`src/rtl/jump_charge_ctl.sv`:
```
// jump_charge_ctl: character action sequencer for the Jump King core.
// Turns held key levels into walk enables and a charged jump request, hands
// the jump to physics over a req/ack handshake and tracks ground contact.
//
// Ports:
//   clk, rst            clock, asynchronous active-high reset
//   frame_tick          one-cycle pulse per video frame (charge time base)
//   key_space/left/right key levels from the keyboard decoder
//   on_ground           character is standing on a platform
//   jump_ack            physics accepted the pending jump
//   walk_left/right     horizontal walk enables
//   charging            jump charge in progress
//   jump_req            launch pending (held until jump_ack)
//   jump_power          launch strength, max(charge, CHARGE_MIN)
//   jump_dir            00 vertical, 01 left, 10 right
//   state               FSM encoding for debug/overlay
module jump_charge_ctl #(
  parameter int CHARGE_W   = 6,
  parameter int CHARGE_MAX = 60,
  parameter int CHARGE_MIN = 4
) (
  input  logic                clk,
  input  logic                rst,
  input  logic                frame_tick,
  input  logic                key_space,
  input  logic                key_left,
  input  logic                key_right,
  input  logic                on_ground,
  input  logic                jump_ack,
  output logic                walk_left,
  output logic                walk_right,
  output logic                charging,
  output logic                jump_req,
  output logic [CHARGE_W-1:0] jump_power,
  output logic [1:0]          jump_dir,
  output logic [2:0]          state
);

  typedef enum logic [2:0] {
    IDLE     = 3'd0,
    WALK     = 3'd1,
    CHARGE   = 3'd2,
    LAUNCH   = 3'd3,
    AIRBORNE = 3'd4
  } state_t;

  localparam logic [CHARGE_W-1:0] MAXV = CHARGE_W'(CHARGE_MAX);
  localparam logic [CHARGE_W-1:0] MINV = CHARGE_W'(CHARGE_MIN);

  state_t              cur, nxt;
  logic                armed;
  logic [CHARGE_W-1:0] cnt;
  logic [1:0]          key_dir;
  logic                one_key;
  logic                launch_go;

  assign state = cur;

  // ---------------------------------------------------------------------
  // Next-state logic
  // ---------------------------------------------------------------------
  always_comb begin
    nxt     = cur;
    one_key = key_left ^ key_right;
    key_dir = 2'b00;
    if (key_left && !key_right) key_dir = 2'b01;
    if (key_right && !key_left) key_dir = 2'b10;
    case (cur)
      IDLE, WALK: begin
        if (!on_ground)               nxt = AIRBORNE;
        else if (key_space && armed)  nxt = CHARGE;
        else if (one_key)             nxt = WALK;
        else                          nxt = IDLE;
      end
      CHARGE: begin
        // ground loss outranks release: no request when both happen together
        if (!on_ground)      nxt = AIRBORNE;
        else if (!key_space) nxt = LAUNCH;
      end
      LAUNCH:   if (jump_ack)  nxt = AIRBORNE;
      AIRBORNE: if (on_ground) nxt = IDLE;
      default:  nxt = IDLE;
    endcase
  end

  assign launch_go = (cur == CHARGE) && (nxt == LAUNCH);

  always_ff @(posedge clk or posedge rst) begin
    if (rst) cur <= IDLE;
    else     cur <= nxt;
  end

  // ---------------------------------------------------------------------
  // Re-arm: space must be seen low after each launch before a new charge.
  // Launch entry wins over the release seen in that same cycle.
  // ---------------------------------------------------------------------
  always_ff @(posedge clk or posedge rst) begin
    if (rst)             armed <= 1'b1;
    else if (launch_go)  armed <= 1'b0;
    else if (!key_space) armed <= 1'b1;
  end

  // ---------------------------------------------------------------------
  // Charge counter: cleared on entry (entry-cycle tick ignored), counts
  // only ticks while staying in CHARGE (release-cycle tick ignored).
  // ---------------------------------------------------------------------
  always_ff @(posedge clk or posedge rst) begin
    if (rst) cnt <= '0;
    else if (cur != CHARGE && nxt == CHARGE) cnt <= '0;
    else if (cur == CHARGE && nxt == CHARGE && frame_tick && cnt < MAXV)
      cnt <= cnt + 1'b1;
  end

  // ---------------------------------------------------------------------
  // Registered outputs decoded from the next state
  // ---------------------------------------------------------------------
  always_ff @(posedge clk or posedge rst) begin
    if (rst) begin
      walk_left  <= 1'b0;
      walk_right <= 1'b0;
      charging   <= 1'b0;
      jump_req   <= 1'b0;
      jump_power <= '0;
      jump_dir   <= 2'b00;
    end else begin
      walk_left  <= (nxt == WALK) && key_left && !key_right;
      walk_right <= (nxt == WALK) && key_right && !key_left;
      charging   <= (nxt == CHARGE);
      jump_req   <= (nxt == LAUNCH);
      // direction follows keys while charging and is latched with the power
      // at launch; both then hold until the next charge
      if (nxt == CHARGE || launch_go) jump_dir <= key_dir;
      if (launch_go) jump_power <= (cnt < MINV) ? MINV : cnt;
    end
  end

endmodule

```
`config.mk`:
```
export PLATFORM = sky130hd
export DESIGN_NAME = jump_charge_ctl
export DESIGN_NICKNAME = d
export VERILOG_FILES = /design/src/rtl/jump_charge_ctl.sv
export SDC_FILE = /design/constraint.sdc
export NUM_CORES = 1
export LEC_CHECK = 0
export ABC_CLOCK_PERIOD_IN_PS = 1590
export BUFFER_PORTS_ARGS = -buffer_cell sky130_fd_sc_hd__buf_2
export CAP_MARGIN = 20
export CELL_PAD_IN_SITES_DETAIL_PLACEMENT = 0
export CELL_PAD_IN_SITES_GLOBAL_PLACEMENT = 1
export CORE_MARGIN = 1.5
export CORE_UTILIZATION = 37
export CTS_CLUSTER_DIAMETER = 120
export DETAILED_ROUTE_END_ITERATION = 8
export PLACE_DENSITY_LB_ADDON = 0.1
export SYNTH_ARGS = -nofsm -noshare
export SYNTH_HDL_FRONTEND = slang
export SYNTH_SLANG_ARGS = --single-unit
```
`constraint.sdc`:
```
create_clock -name clk -period 1.59 [get_ports clk]
set_clock_uncertainty 0.05 [all_clocks]
set_input_delay 0.159 -clock clk [delete_from_list [all_inputs] [get_ports clk]]
set_output_delay 0.159 -clock clk [all_outputs]
set_load 0.02 [all_outputs]
```
Word level (Yosys, flattened, before mapping)
Index checks and enable logic that the tools add are counted.
{ "totals": {"ff_bits": 22, "latch_bits": 0, "mem_bits_rw": 0, "rom_bits": 0, "input_bits": 8, "elab_cells": 55, "memories": 0} }
{ "op_classes": {"n_addsub": 1, "mul": 0, "div_mod_pow": 0, "order_cmp": 2, "n_eq_ne": 9, "n_shift": 0, "muxes": 15, "bitwise": 1, "reduce_logical": 18} }
{ "ops": {"columns": ["cell", "n"], "rows": [
  ["two-way mux 6 bit", 3],
  ["two-way mux 3 bit", 5],
  ["equality test 3 x 2 -> 1 bit, second input constant", 4],
  ["logical AND 1 bit", 12],
  ["one-hot mux 3 bit (4 select lines)", 1],
  ["adder 6 x 1 -> 6 bit, second input constant", 1],
  ["equality test 3 x 1 -> 1 bit, second input constant", 2],
  ["less-than comparator 6 x 3 -> 1 bit, second input constant", 1],
  ["less-than comparator 6 bit, second input constant", 1],
  ["two-way mux 1 bit", 4],
  ["two-way mux 2 bit", 2],
  ["equality test 3 bit, second input constant", 1],
  ["zero test 3 bit", 1],
  ["inequality test 3 x 2 -> 1 bit, second input constant", 1],
  ["zero test 1 bit", 2],
  ["inequality test 2 x 1 -> 1 bit, second input constant", 1],
  ["nonzero test 2 bit", 1],
  ["OR reduction 2 bit", 1],
  ["logical OR 1 bit", 1],
  ["bitwise XOR 1 bit", 1]
]} }

Depth between registers and ports, before layout
Gate-level depths: netlist of run 1.
{ "logic_depth": {"word_depth": 11, "depth_mapped": 6, "mapped_depth_nobuf": 6} }

Least setup slack after synthesis of run 1
Ideal clock, no wire load.
{ "synth_path": {"path_type": "reg-to-reg", "from": "register cur[1], in the netlist state[1]", "to": "register cnt[2]", "setup_ns": 0.120, "arrival_time_ns": 1.579, "slack_ns": -0.159, "path_stages_with_launch": 6, "path_cell_list": "dfrtp_1 > nand3b_4 > a21o_4 > nor4_4 > a211oi_1 > a31o_1"} }
{ "synth_via": {"elab_chain_len": 8, "word_cells_on_any_way": 19, "cone_classes": "eq/ne (6); mux (6); reduce/logical (7)"} }
{ "synth_rtl": {"columns": ["element", "line", "rtl"], "rows": [
  ["from (decl)", "50", "state_t cur, nxt;"],
  ["from (signal assigned)", "90", "else cur <= nxt;"],
  ["equality test 3 x 1 -> 1 bit, or another cell as far along", "68", "case (cur)"],
  ["OR reduction 2 bit / two-way mux 3 bit (equally long branches)", "68, 77", null],
  ["one-hot mux 3 bit (4 select lines)", "68", null],
  ["equality test 3 x 2 -> 1 bit", "109, 110", null],
  ["logical AND 1 bit (3 in series)", "110", "else if (cur == CHARGE && nxt == CHARGE && frame_tick && cnt < MAXV)"],
  ["nonzero test 2 bit (no source line)", null, null],
  ["to (signal assigned)", "111", "cnt <= cnt + 1'b1;"],
  ["to (decl)", "52", "logic [CHARGE_W-1:0] cnt;"]
]} }
Several ways; a longest one is shown, not always the timed one.
A chain may end at the register's enable or synchronous reset.

Worst setup path after layout of run 1
{ "layout_path": {"from": "register armed", "to": "register cnt[2]"} }
{ "layout_via": {"elab_chain_len": 9, "word_cells_on_any_way": 11, "cone_classes": "eq/ne (1); mux (4); reduce/logical (6)"} }
{ "layout_rtl": {"columns": ["element", "line", "rtl"], "rows": [
  ["from (decl)", "51", "logic armed;"],
  ["from (signal assigned)", "98", "if (rst) armed <= 1'b1;"],
  ["from (signal assigned)", "99", "else if (launch_go) armed <= 1'b0;"],
  ["from (signal assigned)", "100", "else if (!key_space) armed <= 1'b1;"],
  ["logical AND 1 bit (*)", "71", "else if (key_space && armed) nxt = CHARGE;"],
  ["two-way mux 2 bit (*)", "71", null],
  ["two-way mux 3 bit (*)", "70", "if (!on_ground) nxt = AIRBORNE;"],
  ["one-hot mux 3 bit (4 select lines) (*)", "68", null],
  ["equality test 3 x 2 -> 1 bit (*)", "109, 110", null],
  ["logical AND 1 bit (3 in series)", "110", null],
  ["nonzero test 2 bit (no source line)", null, null]
]} }
Mark *: on every way between the ends. The rest lies on a longest branch, timed or not.

==> results of run 1 <==
per-stage QoR:
| step | setup TNS, ns | hold WS [ns] | total power (W) | std cells |
|---|---|---|---|---|
| 3_5_place_dp | -0.2421 | 0.07817 | 0.0008382 | 158 |
| 4_1_cts | -0.3147 | 0.02687 | 0.001122 | 168 |
| 5_1_grt | -0.6768 | 0.03167 | 0.001179 | 169 |
| 2_1_floorplan | -0.03215 | 0.09727 | 0.0007545 | 91 |
| 6_report | -0.2664 | 0.03487 | 0.001115 | 169 |
| 3_3_place_gp | -0.1361 | 0.07631 | 0.0008352 | 158 |
metal layers:
metal / part of all wire [%] / vias up
li1: - / 411
met1: 44 / 405
met2: 52 / 15
met3: 3.7 / 2
met4: 0.81 / 0
met5: 0 / -
final cells by class:
cell class | instances | area [um^2]
fill | 254 | 1287
sequential | 22 | 555.5
multi-input combinational | 63 | 525.5
timing repair buffer | 43 | 277.8
tap | 31 | 38.79
clock buffer | 4 | 26.28
inverter | 6 | 22.52
critical path: stages (launching register included):
cell and delay, ns:
dfstp_2 0.57, nand3b_4 0.08, a21o_4 0.21, nor4_4 0.25, buf_4 0.18, a211oi_2 0.06, a31o_1 0.19
cell families (layout without fill, tap and decap cells):
| group | count (synthesis) | after routing | synth area share [%] |
|---|---|---|---|
| AND/OR/NAND/NOR | 38 | 38 | 24.29 |
| AO/OA/AOI/OAI | 14 | 14 | 9.404 |
| buffers and inverters | 6 | 53 | 2.143 |
| XOR/XNOR | 1 | 1 | 0.8335 |
| flip-flops | 22 | 22 | 52.50 |
| adder cells (fa/ha/maj) | 4 | 4 | 4.524 |
| multiplexers | 6 | 6 | 6.309 |
sequential cells by signal, summed over array words and instances (netlist names):
register    count
jump_req        1
armed           1
jump_power      6
state           3
walk_right      1
walk_left       1
jump_dir        2
charging        1
cnt             6
where the power goes:
part / total [W] / switching, W / leakage (nW) / internal, W
Combinational: 0.000237 / 0.000124 / 0.462 / 0.000113
Sequential: 0.000613 / 0.0000190 / 0.292 / 0.000594
Clock: 0.000265 / 0.000167 / 0.0150 / 0.0000980
Total: 0.00111 / 0.000310 / 0.769 / 0.000805
worst paths after layout:
path	to	start	slack [ns]	cells after the start
max in group asynchronous	jump_power[3]	rst	0.71	4
worst max-delay path	cnt[2]	armed	-0.09	6
worst min-delay path	state[1]	jump_ack	0.03	2
worst min register to register	jump_power[2]	jump_power[2]	0.43	1
min in group asynchronous	jump_dir[0]	rst	0.29	3
worst max register to register	cnt[2]	armed	-0.09	6
layout by cell type, fill, tap and decap left out, types with 2 or more instances in the layout:
cell and n:
nand3b_1 2, nand2_1 9, clkbuf_4 3, or2b_1 2
buf_6 2, and3_1 3, buf_2 22, inv_1 6
mux2_2 4, ha_1 3, nand4_1 2, nor2_1 4
buf_4 18, dfrtp_1 18, dfrtp_2 3, o21ai_1 3
repair_timing:
item | 4_1_cts | 5_1_grt
endpoints found under the setup margin | 3 | 8
pin swaps | 3 | 2
endpoints found under the hold margin | 7 | 0
hold buffers | 1 | 0
resized for setup | 4 | 3
buffers inserted | 5 | 1
==> reports/results.tsv, run 1 <==
stage	metric	value	unit
timing	worst_slew_pin_slew	0.4471	ns
floorplanning	core-area	2734	um^2
worst_setup_path	cp.arrival	1.85	ns
global_routing	grt_pass1_vias	859	
worst_setup_path	worst_ep_required_time	1.76	ns
clocking	cts_tree	done	
clocking	cts_num_sinks	22	
place	dp_hpwl	1.589	mm
floorplanning	die_w	56.30	um
pwr	power_leakage	0.7694	nW
synthesis	syn_area	1051	um^2
timing	finalHoldViolations	0	
clocking	root_buffer	clkbuf_4	
synthesis	synthTopCellsByCount	dfrtp_1 (21), nand2_1 (10), inv_1 (6), mux2_2 (5), nor2_1 (4)	
synthesis	ys_async_sr_fraction	100.0	%
timing	period_needed	1.684	ns
worst_setup_path	critPathCaptureType	flip-flop	
global_routing	use_met3	4.839	%
detailed_routing	vias_per_cell	4.929	
synthesis	yosys_warnings	0	
synthesis	syn_inst	91	
detailed_routing	post-route-drc-count	0	
synthesis	synth_fp_nets	102	
flow_run	cap_violations	0	
floorplanning	die_area	3169	um^2
synthesis	syn_area_per_cell	11.55	um^2
global_routing	grt_max_degree	15	
timing	min_period_over_period	105.9	%
final_layout	layout.nets	150	
worst_setup_path	worst-setup-path-type	flip-flop to flip-flop	
place	place_congestion	0.7320	
floorplanning	dieHeight	56.30	um
synthesis	ys_seq_area_share	52.50	%
pwr	p_per_area	770.8	nW/um^2
timing	maxSlewHeadroom	69.96	%
timing	fmaxAchievable	0.5939	GHz
final_layout	utilization	52.91	%
detailed_routing	via_count	833	
clocking	cts_buffer_depth	2	
place	placed_area	1335	um^2
synthesis	synth-edff-count	0	
clocking	cts_made_buffers	3	
min_path	worstHoldPathType	input pin to flip-flop	
clocking	clkLatencyLatePin	0.31	ns
outcome	status	complete, but fails checks	
place	io_buffers	22	
worst_setup_path	path_max_fanout	5	
outcome	violations	negative setup slack	
timing	finalMaxSlewViolations	0	
floorplanning	row_count	19	
timing	setup_viol	6	
global_routing	grt_pass1_wl	3.767	mm
global_routing	met2_usage	26.89	%
detailed_routing	ant_nets	0	
synthesis	synth-main-ff-cell	dfrtp_1	
synthesis	synth_area_leaders	dfrtp_1 (50%), mux2_2 (5.4%), ha_1 (3.6%)	
detailed_routing	drtIter0Drc	9	
global_routing	grt_use_met1	17.81	%
floorplanning	start_util	38.44	%
detailed_routing	wl_per_cell	12.46	um
clocking	path_clk_slew	0.12	ns
worst_setup_path	startpoint_type	flip-flop	
global_routing	gr-total-overflow	0	
floorplanning	ios	23	
final_layout	fin_area	1446	um^2
clocking	htreeDepth	1	
detailed_routing	drt-pass1-iter-count	2	
synthesis	synth_area_leader_cell	dfrtp_1	
global_routing	grtUsageTotal	15.39	%
global_routing	antenna_found_initial	0	
detailed_routing	wirelength	2.106	mm
synthesis	synth.distinct_cells	38	
place	place_ws	-0.1114	ns
synthesis	yosys.cell_count.top_type	dfrtp_1	
final_layout	antennaDiodeCount	0	
timing	rsz0062_at_grt	true	
global_routing	top_usage_layer	met2	
timing	worst_slack	-0.09365	ns
final_layout	syn2layout_area_growth	37.62	%
synthesis	netlist.area_leader.share	50.00	%
final_layout	layout-drive-gt1-share	49.28	%
pwr	vdd_drop_max	0.0008324	V
synthesis	synth_seq_cells	22	
Note: power is estimated with default switching activity, not from simulation.
==> run 2: changes to the inputs <==
--- a/config.mk
+++ b/config.mk
@@ -5,13 +5,13 @@
 export SDC_FILE = /design/constraint.sdc
 export NUM_CORES = 1
 export LEC_CHECK = 0
-export ABC_CLOCK_PERIOD_IN_PS = 1590
+export ABC_CLOCK_PERIOD_IN_PS = 1900
 export BUFFER_PORTS_ARGS = -buffer_cell sky130_fd_sc_hd__buf_2
 export CAP_MARGIN = 20
 export CELL_PAD_IN_SITES_DETAIL_PLACEMENT = 0
 export CELL_PAD_IN_SITES_GLOBAL_PLACEMENT = 1
 export CORE_MARGIN = 1.5
-export CORE_UTILIZATION = 37
+export CORE_UTILIZATION = 35
 export CTS_CLUSTER_DIAMETER = 120
 export DETAILED_ROUTE_END_ITERATION = 8
 export PLACE_DENSITY_LB_ADDON = 0.1
==> constraint.sdc (replaced) <==
create_clock -name clk -period 1.9 [get_ports clk]
set_clock_uncertainty 0.05 [all_clocks]
set_input_delay 0.19 -clock clk [delete_from_list [all_inputs] [get_ports clk]]
set_output_delay 0.19 -clock clk [all_outputs]
set_load 0.02 [all_outputs]
==> run 2 against run 1 <==
Net effect:
- the run ends with design-rule violations left
- clock-buffer cell count is the same
- maximum frequency shrank 4.0%
- first-iteration DRC count shrank 11%
- register-to-register slack gained 0.24 ns
- combinational power shrank 35%
- core utilization shrank 7.1 points
- design area shrank 11%
- critical path depth shrank 1
==> reports/results.tsv, run 2 (same netlist as run 1, synthesis figures left out) <==
stage	metric	value	unit	change
outcome	status	complete, but fails checks		
outcome	violations	design-rule violations		
pwr	power	0.0009216	W	-17%
worst_setup_path	rrSetupSlack	0.15	ns	+0.24 ns
timing	rsz0062_at_grt	false		
detailed_routing	drt-pass1-iter-count	5		+3
worst_setup_path	startpoint_type	flip-flop		
worst_setup_path	critPathCaptureType	flip-flop		
clocking	cts_num_sinks	22		unchanged
global_routing	grt_max_degree	23		+8
place	dp_hpwl	1.448	mm	-8.9%
place	dp_cells	147		-7.0%
final_layout	antennaDiodeCount	0		unchanged
detailed_routing	vias_per_cell	4.994		+1.3%
flow_run	cap_violations	0		unchanged
final_layout	layout.nets	135		-10%
detailed_routing	drt-met1-wl	848	um	-7.5%
clocking	cts_buffer_depth	2		unchanged
final_layout	multi_input_area	476.7	um^2	-9.3%
clocking	post_cts_resized	0		-4
global_routing	grt_pass1_vias	777		-9.5%
timing	setup_tns	0	ns	+0.2664 ns
detailed_routing	via_count	769		-7.7%
worst_setup_path	reg2reg_depth	5		-1
min_path	worstHoldPathType	input pin to flip-flop		
final_layout	final_common_cell	buf_2		
pwr	vdd_drop_max	0.0006341	V	-24%
global_routing	gr-total-overflow	0		unchanged
clocking	root_buffer	clkbuf_4		
global_routing	grt_pass1_wl	3.374	mm	-10%
detailed_routing	wl_met2	968	um	-12%
timing	setup_viol	0		-6
detailed_routing	ant_nets	0		unchanged
final_layout	ff_latch_area	551.8	um^2	-0.68%
global_routing	grtUsageTotal	13.14	%	-2.3 points
timing	period_needed	1.754	ns	+0.07074 ns
final_layout	instances_no_fill	154		-8.9%
worst_setup_path	worst-setup-path-type	flip-flop to flip-flop		
worst_setup_path	worst_ep_required_time	2.06	ns	+0.30 ns
worst_setup_path	path_max_fanout	7		+2
min_path	whs_path_depth	2		unchanged
worst_setup_path	r2r_start	state[0]		
clocking	cts_made_buffers	3		unchanged
detailed_routing	wl_per_cell	12.36	um	-0.84%
timing	fmaxAchievable	0.5700	GHz	-4.0%
detailed_routing	dr_wl_met3	72	um	-6.5%
detailed_routing	post-route-drc-count	2		+2
timing	min_period_over_period	92.34	%	-14 points
floorplanning	die_area	3341	um^2	+5.4%
floorplanning	dieHeight	57.80	um	+2.7%
final_layout	most-common-layout-cells	buf_2 (22), dfrtp_1 (21), nand2_1 (10)		
timing	maxSlewHeadroom	67.06	%	-2.9 points
worst_setup_path	worst_r2r_endpoint	cnt[2]		
floorplanning	ios	23		unchanged
timing	worst_slew_pin_slew	0.4903	ns	+0.04323 ns
floorplanning	core-area	2805	um^2	+2.6%
floorplanning	die_w	57.80	um	+2.7%
clocking	htreeDepth	1		unchanged
floorplanning	row_count	19		unchanged
pwr	power_leakage	0.6815	nW	-11%
min_path	worstHoldStart	on_ground		
final_layout	nFillCells	283		+11%
timing	finalMaxSlewViolations	0		unchanged
global_routing	antenna_found_initial	0		unchanged
final_layout	syn2layout_area_growth	22.14	%	
timing	finalHoldViolations	0		unchanged
detailed_routing	top_layer_used	met4		
floorplanning	start_util	37.47	%	-0.98 points
clocking	cts_tree	done		
place	place_congestion	0.6431		-12%
place	io_buffers	22		unchanged
detailed_routing	wirelength	1.903	mm	-9.6%
pwr	p_per_area	717.9	nW/um^2	-6.9%
final_layout	layout-drive-gt1-share	36.59	%	-13 points
detailed_routing	drtIter0Drc	8		-1
clocking	path_clk_slew	0.12	ns	about the same
worst_setup_path	cp.arrival	1.91	ns	+0.06 ns
min_path	hold_end	state[2]		
clocking	clkLatencyLatePin	0.29	ns	-0.02 ns
==> run 2: cell types whose count changed in the layout (fill, tap and decap cells not counted), sizes merged <==
cell / previous run / this run
buf: 42 / 27
==> run 2: repair_timing <==
action                                 in CTS  in global routing
endpoints found under the hold margin      21                  0
hold buffers                                1                  0
setup buffers                               0                  2
setup endpoints to repair                   0                  3
==> run 2: layer usage <==
metal / global-route usage (%) / vias up
met2: 23.54 / 13
li1: - / 384
met5: 0 / -
met3: 4.688 / 2
met1: 15.37 / 370
met4: 1.993 / 0
==> run 2: stage by stage <==
| stage | instance area, um^2 | hold slack, ns | util [%] | setup WS, ns |
|---|---|---|---|---|
| after floorplan | 1051 | 0.1285 | - | 0.1515 |
| after global placement | 1222 | 0.1835 | 43.58 | 0.05278 |
| after detailed placement | 1222 | 0.1891 | 43.58 | 0.01343 |
| after CTS | 1269 | 0.04144 | 45.23 | 0.006732 |
| after global routing | 1284 | 0.04200 | 45.76 | 0.005846 |
| final | 1284 | 0.05425 | 45.76 | 0.1456 |
==> run 2: report_power, final <==
group	internal, W	switching, W
combinational	0.0000662	0.0000887
sequential	0.000496	0.0000187
clock	0.000117	0.000135
==> run 2: area by class of cell <==
type | instances | share of cell area, %
clock buffers | 4 | 2.827
multi-input cells | 63 | 37.13
flip-flops and latches | 22 | 42.98
repair buffers | 28 | 12.28
well taps | 31 | 3.021
inverters | 6 | 1.754
==> run 2: worst max-delay path, cell delays in order (launching register included) <==
cell and delay (ns):
dfrtp_1 0.45, or3b_1 0.41, a21oi_2 0.31, nor4_4 0.12
buf_4 0.15, a31o_1 0.19
==> run 2: worst max path at each step <==
| stage | cells past startpoint | endpoint | from |
|---|---|---|---|
| after global placement | 6 | cnt[2] | armed |
| after detailed placement | 6 | cnt[2] | armed |
| after global routing | 5 | cnt[2] | state[0] |
| final | 5 | cnt[2] | state[0] |
| after floorplan | 5 | cnt[2] | state[1] |
| after CTS | 6 | cnt[2] | armed |
==> run 3: changes to the inputs <==
==> constraint.sdc (replaced) <==
create_clock -name clk -period 1.9 [get_ports clk]
set_clock_uncertainty 0.05 [all_clocks]
set_input_delay 0.38 -clock clk [delete_from_list [all_inputs] [get_ports clk]]
set_output_delay 0.38 -clock clk [all_outputs]
set_load 0.02 [all_outputs]
==> run 3 against run 2 <==
Net effect:
- the run still ends with design-rule violations left
- non-clock buffer count shrank 2
- combinational power about the same
- core utilization hardly changed
- maximum frequency increased by 0.19%
- setup slack better by 0.0033 ns
- clock-buffer cell count is 1 lower
- sequential share of layout area about the same
- sequential cell count unchanged
- power is 11% higher
- die area unchanged
- final cell count shrank 1.3%
- worst hold slack worse by 0.035 ns
==> reports/results.tsv, run 3 (same netlist as run 1, synthesis figures left out) <==
stage	metric	value	unit	change
global_routing	grt_pass1_vias	705		-9.3%
detailed_routing	vias_per_cell	5.033		+0.79%
global_routing	met2_usage	21.27	%	-2.3 points
final_layout	utilization	45.72	%	about the same
clocking	cts_buffer_depth	2		unchanged
floorplanning	row_count	19		unchanged
timing	worst_slew_pin_slew	0.4695	ns	-0.02079 ns
place	place_congestion	0.7406		+15%
worst_setup_path	startpoint	armed		
floorplanning	dieHeight	57.80	um	unchanged
timing	finalMaxSlewViolations	0		unchanged
worst_setup_path	crit_path_top_delay_cell	dfstp_2		
pwr	clkPwrFrac	34.8	%	+7.5 points
timing	setup_viol	0		unchanged
clocking	post_cts_resized	0		unchanged
worst_setup_path	cp.arrival	1.90	ns	about the same
clocking	cts_made_buffers	3		unchanged
clocking	root_buffer	clkbuf_4		
place	io_buffers	22		unchanged
timing	period_needed	1.751	ns	-0.003294 ns
detailed_routing	wirelength	1.972	mm	+3.6%
pwr	netSwitchingFraction	24.60	%	-1.7 points
floorplanning	die_w	57.80	um	unchanged
detailed_routing	via_count	765		-0.52%
flow_run	cap_violations	0		unchanged
final_layout	most-common-layout-cells	buf_2 (22), dfrtp_1 (21), nand2_1 (10)		
pwr	internal-power	0.0007734	W	+14%
global_routing	antenna_found_initial	0		unchanged
final_layout	nFillCells	274		-3.2%
worst_setup_path	endpoint	cnt[3]		
pwr	power	0.001026	W	+11%
worst_setup_path	cp.depth	6		+1
timing	fmaxAchievable	0.5711	GHz	+0.19%
clocking	hold_buffers	0		-1
worst_setup_path	critPathBufInv	1		unchanged
min_path	worstHoldPathType	input pin to asynchronous set/reset pin		
worst_setup_path	worstPathCellList	nand2_1 -> nor4b_2 -> buf_4 -> nor4_2 -> xnor2_1 -> nor2_1		
global_routing	grt_max_degree	23		unchanged
clocking	clkLatencyLatePin	0.31	ns	+0.02 ns
clocking	path_clk_slew	0.13	ns	about the same
pwr	power_leakage	0.6789	nW	-0.38%
outcome	status	complete, but fails checks		
global_routing	grtUsageTotal	13.12	%	about the same
clocking	cts_num_sinks	22		unchanged
clocking	cts_tree	done		
worst_setup_path	max_stage_delay	0.59	ns	+0.14 ns
detailed_routing	wl_per_cell	12.97	um	+5.0%
place	dp_cells	148		+0.68%
clocking	htreeDepth	1		unchanged
final_layout	layout.nets	133		-1.5%
detailed_routing	drt-pass1-iter-count	6		+1
final_layout	instances_no_fill	152		-1.3%
final_layout	syn2layout_area_growth	22.02	%	about the same
global_routing	grt_use_met1	16.91	%	+1.5 points
pwr	power_frac_seq	50.2	%	-5.7 points
global_routing	grt_pass1_wl	3.325	mm	-1.5%
pwr	combPwrFrac	15.0	%	-1.8 points
worst_setup_path	path_delay_family	simple AND/OR/NAND/NOR gates		
global_routing	gr-total-overflow	0		unchanged
worst_setup_path	worst_ep_required_time	2.05	ns	about the same
pwr	p_per_area	799.9	nW/um^2	+11%
global_routing	use_met3	4.688	%	unchanged
clocking	cts_setup_buffers	0		unchanged
outcome	violations	design-rule violations		
timing	fin_hold_ws	0.01930	ns	-0.03495 ns
worst_setup_path	path_max_fanout	5		-2
pwr	vdd_drop_max	0.0004658	V	-27%
timing	finalHoldViolations	0		unchanged
timing	maxSlewHeadroom	68.46	%	+1.4 points
worst_setup_path	worst_r2r_endpoint	cnt[3]		
worst_setup_path	reg2reg_depth	6		+1
final_layout	antennaDiodeCount	0		unchanged
detailed_routing	drtIter0Drc	8		unchanged
worst_setup_path	worst-setup-path-type	flip-flop to flip-flop		
worst_setup_path	r2r_start	armed		
worst_setup_path	rrSetupSlack	0.15	ns	about the same
worst_setup_path	startpoint_type	flip-flop		
floorplanning	ios	23		unchanged
floorplanning	core-area	2805	um^2	unchanged
detailed_routing	ant_nets	0		unchanged
floorplanning	die_area	3341	um^2	unchanged
global_routing	top_usage_layer	met2		
detailed_routing	post-route-drc-count	2		unchanged
floorplanning	start_util	37.47	%	unchanged
place	dp_hpwl	1.487	mm	+2.7%
final_layout	layout-drive-gt1-share	36.36	%	-0.22 points
timing	rsz0062_at_grt	false		
final_layout	final_common_cell	buf_2		
pwr	p_sw	0.0002524	W	+4.1%
worst_setup_path	critPathCaptureType	flip-flop		
timing	min_period_over_period	92.16	%	-0.17 points
## run 3: power groups by stage
| stage | registers, W | clock network (W) | logic [W] |
|---|---|---|---|
| 4_1_cts | 0.000515 | 0.000365 | 0.000156 |
| 5_1_grt | 0.000519 | 0.000389 | 0.000167 |
| 3_5_place_dp | 0.000524 | 0 | 0.000156 |
| 6_report | 0.000515 | 0.000357 | 0.000153 |
| 3_3_place_gp | 0.000524 | 0 | 0.000154 |
| 2_1_floorplan | 0.000556 | 0 | 0.0000668 |
## run 3: area by class of cell
type	instances	area, um^2	area share [%]
clock buffers	3	22.52	1.756
clock inverters	1	30.03	2.341
inverters	6	22.52	1.756
multi-input cells	63	476.7	37.17
flip-flops and latches	22	551.8	43.02
well taps	31	38.79	3.024
repair buffers	26	140.1	10.93
## run 3: worst min path at each step
stage                    endpoint  cells past startpoint
CTS                 jump_power[3]                      3
finish                     cnt[3]                      3
global placement      jump_dir[0]                      3
floorplan                charging                      1
global route               cnt[3]                      3
detailed placement    jump_dir[0]                      3
## run 3: through the flow
| step | setup slack [ns] | TNS [ns] | instance area, um^2 |
|---|---|---|---|
| finish | 0.1489 | 0 | 1282 |
| global route | 0.01742 | 0 | 1282 |
| CTS | 0.005355 | 0 | 1282 |
| detailed placement | -0.01072 | -0.01072 | 1230 |
| global placement | 0.06075 | 0 | 1230 |
| floorplan | 0.1184 | 0 | 1051 |
## run 3: layer usage
metal | vias up | part of all wire [%]
met4 | 0 | 0.71
met2 | 15 | 49
met5 | - | 0
met1 | 367 | 47
li1 | 381 | -
met3 | 2 | 3.8
## run 3: worst min-delay path, cell delays in order
cell and delay (ns):
buf_2 0.09, inv_1 0.04, buf_4 0.27
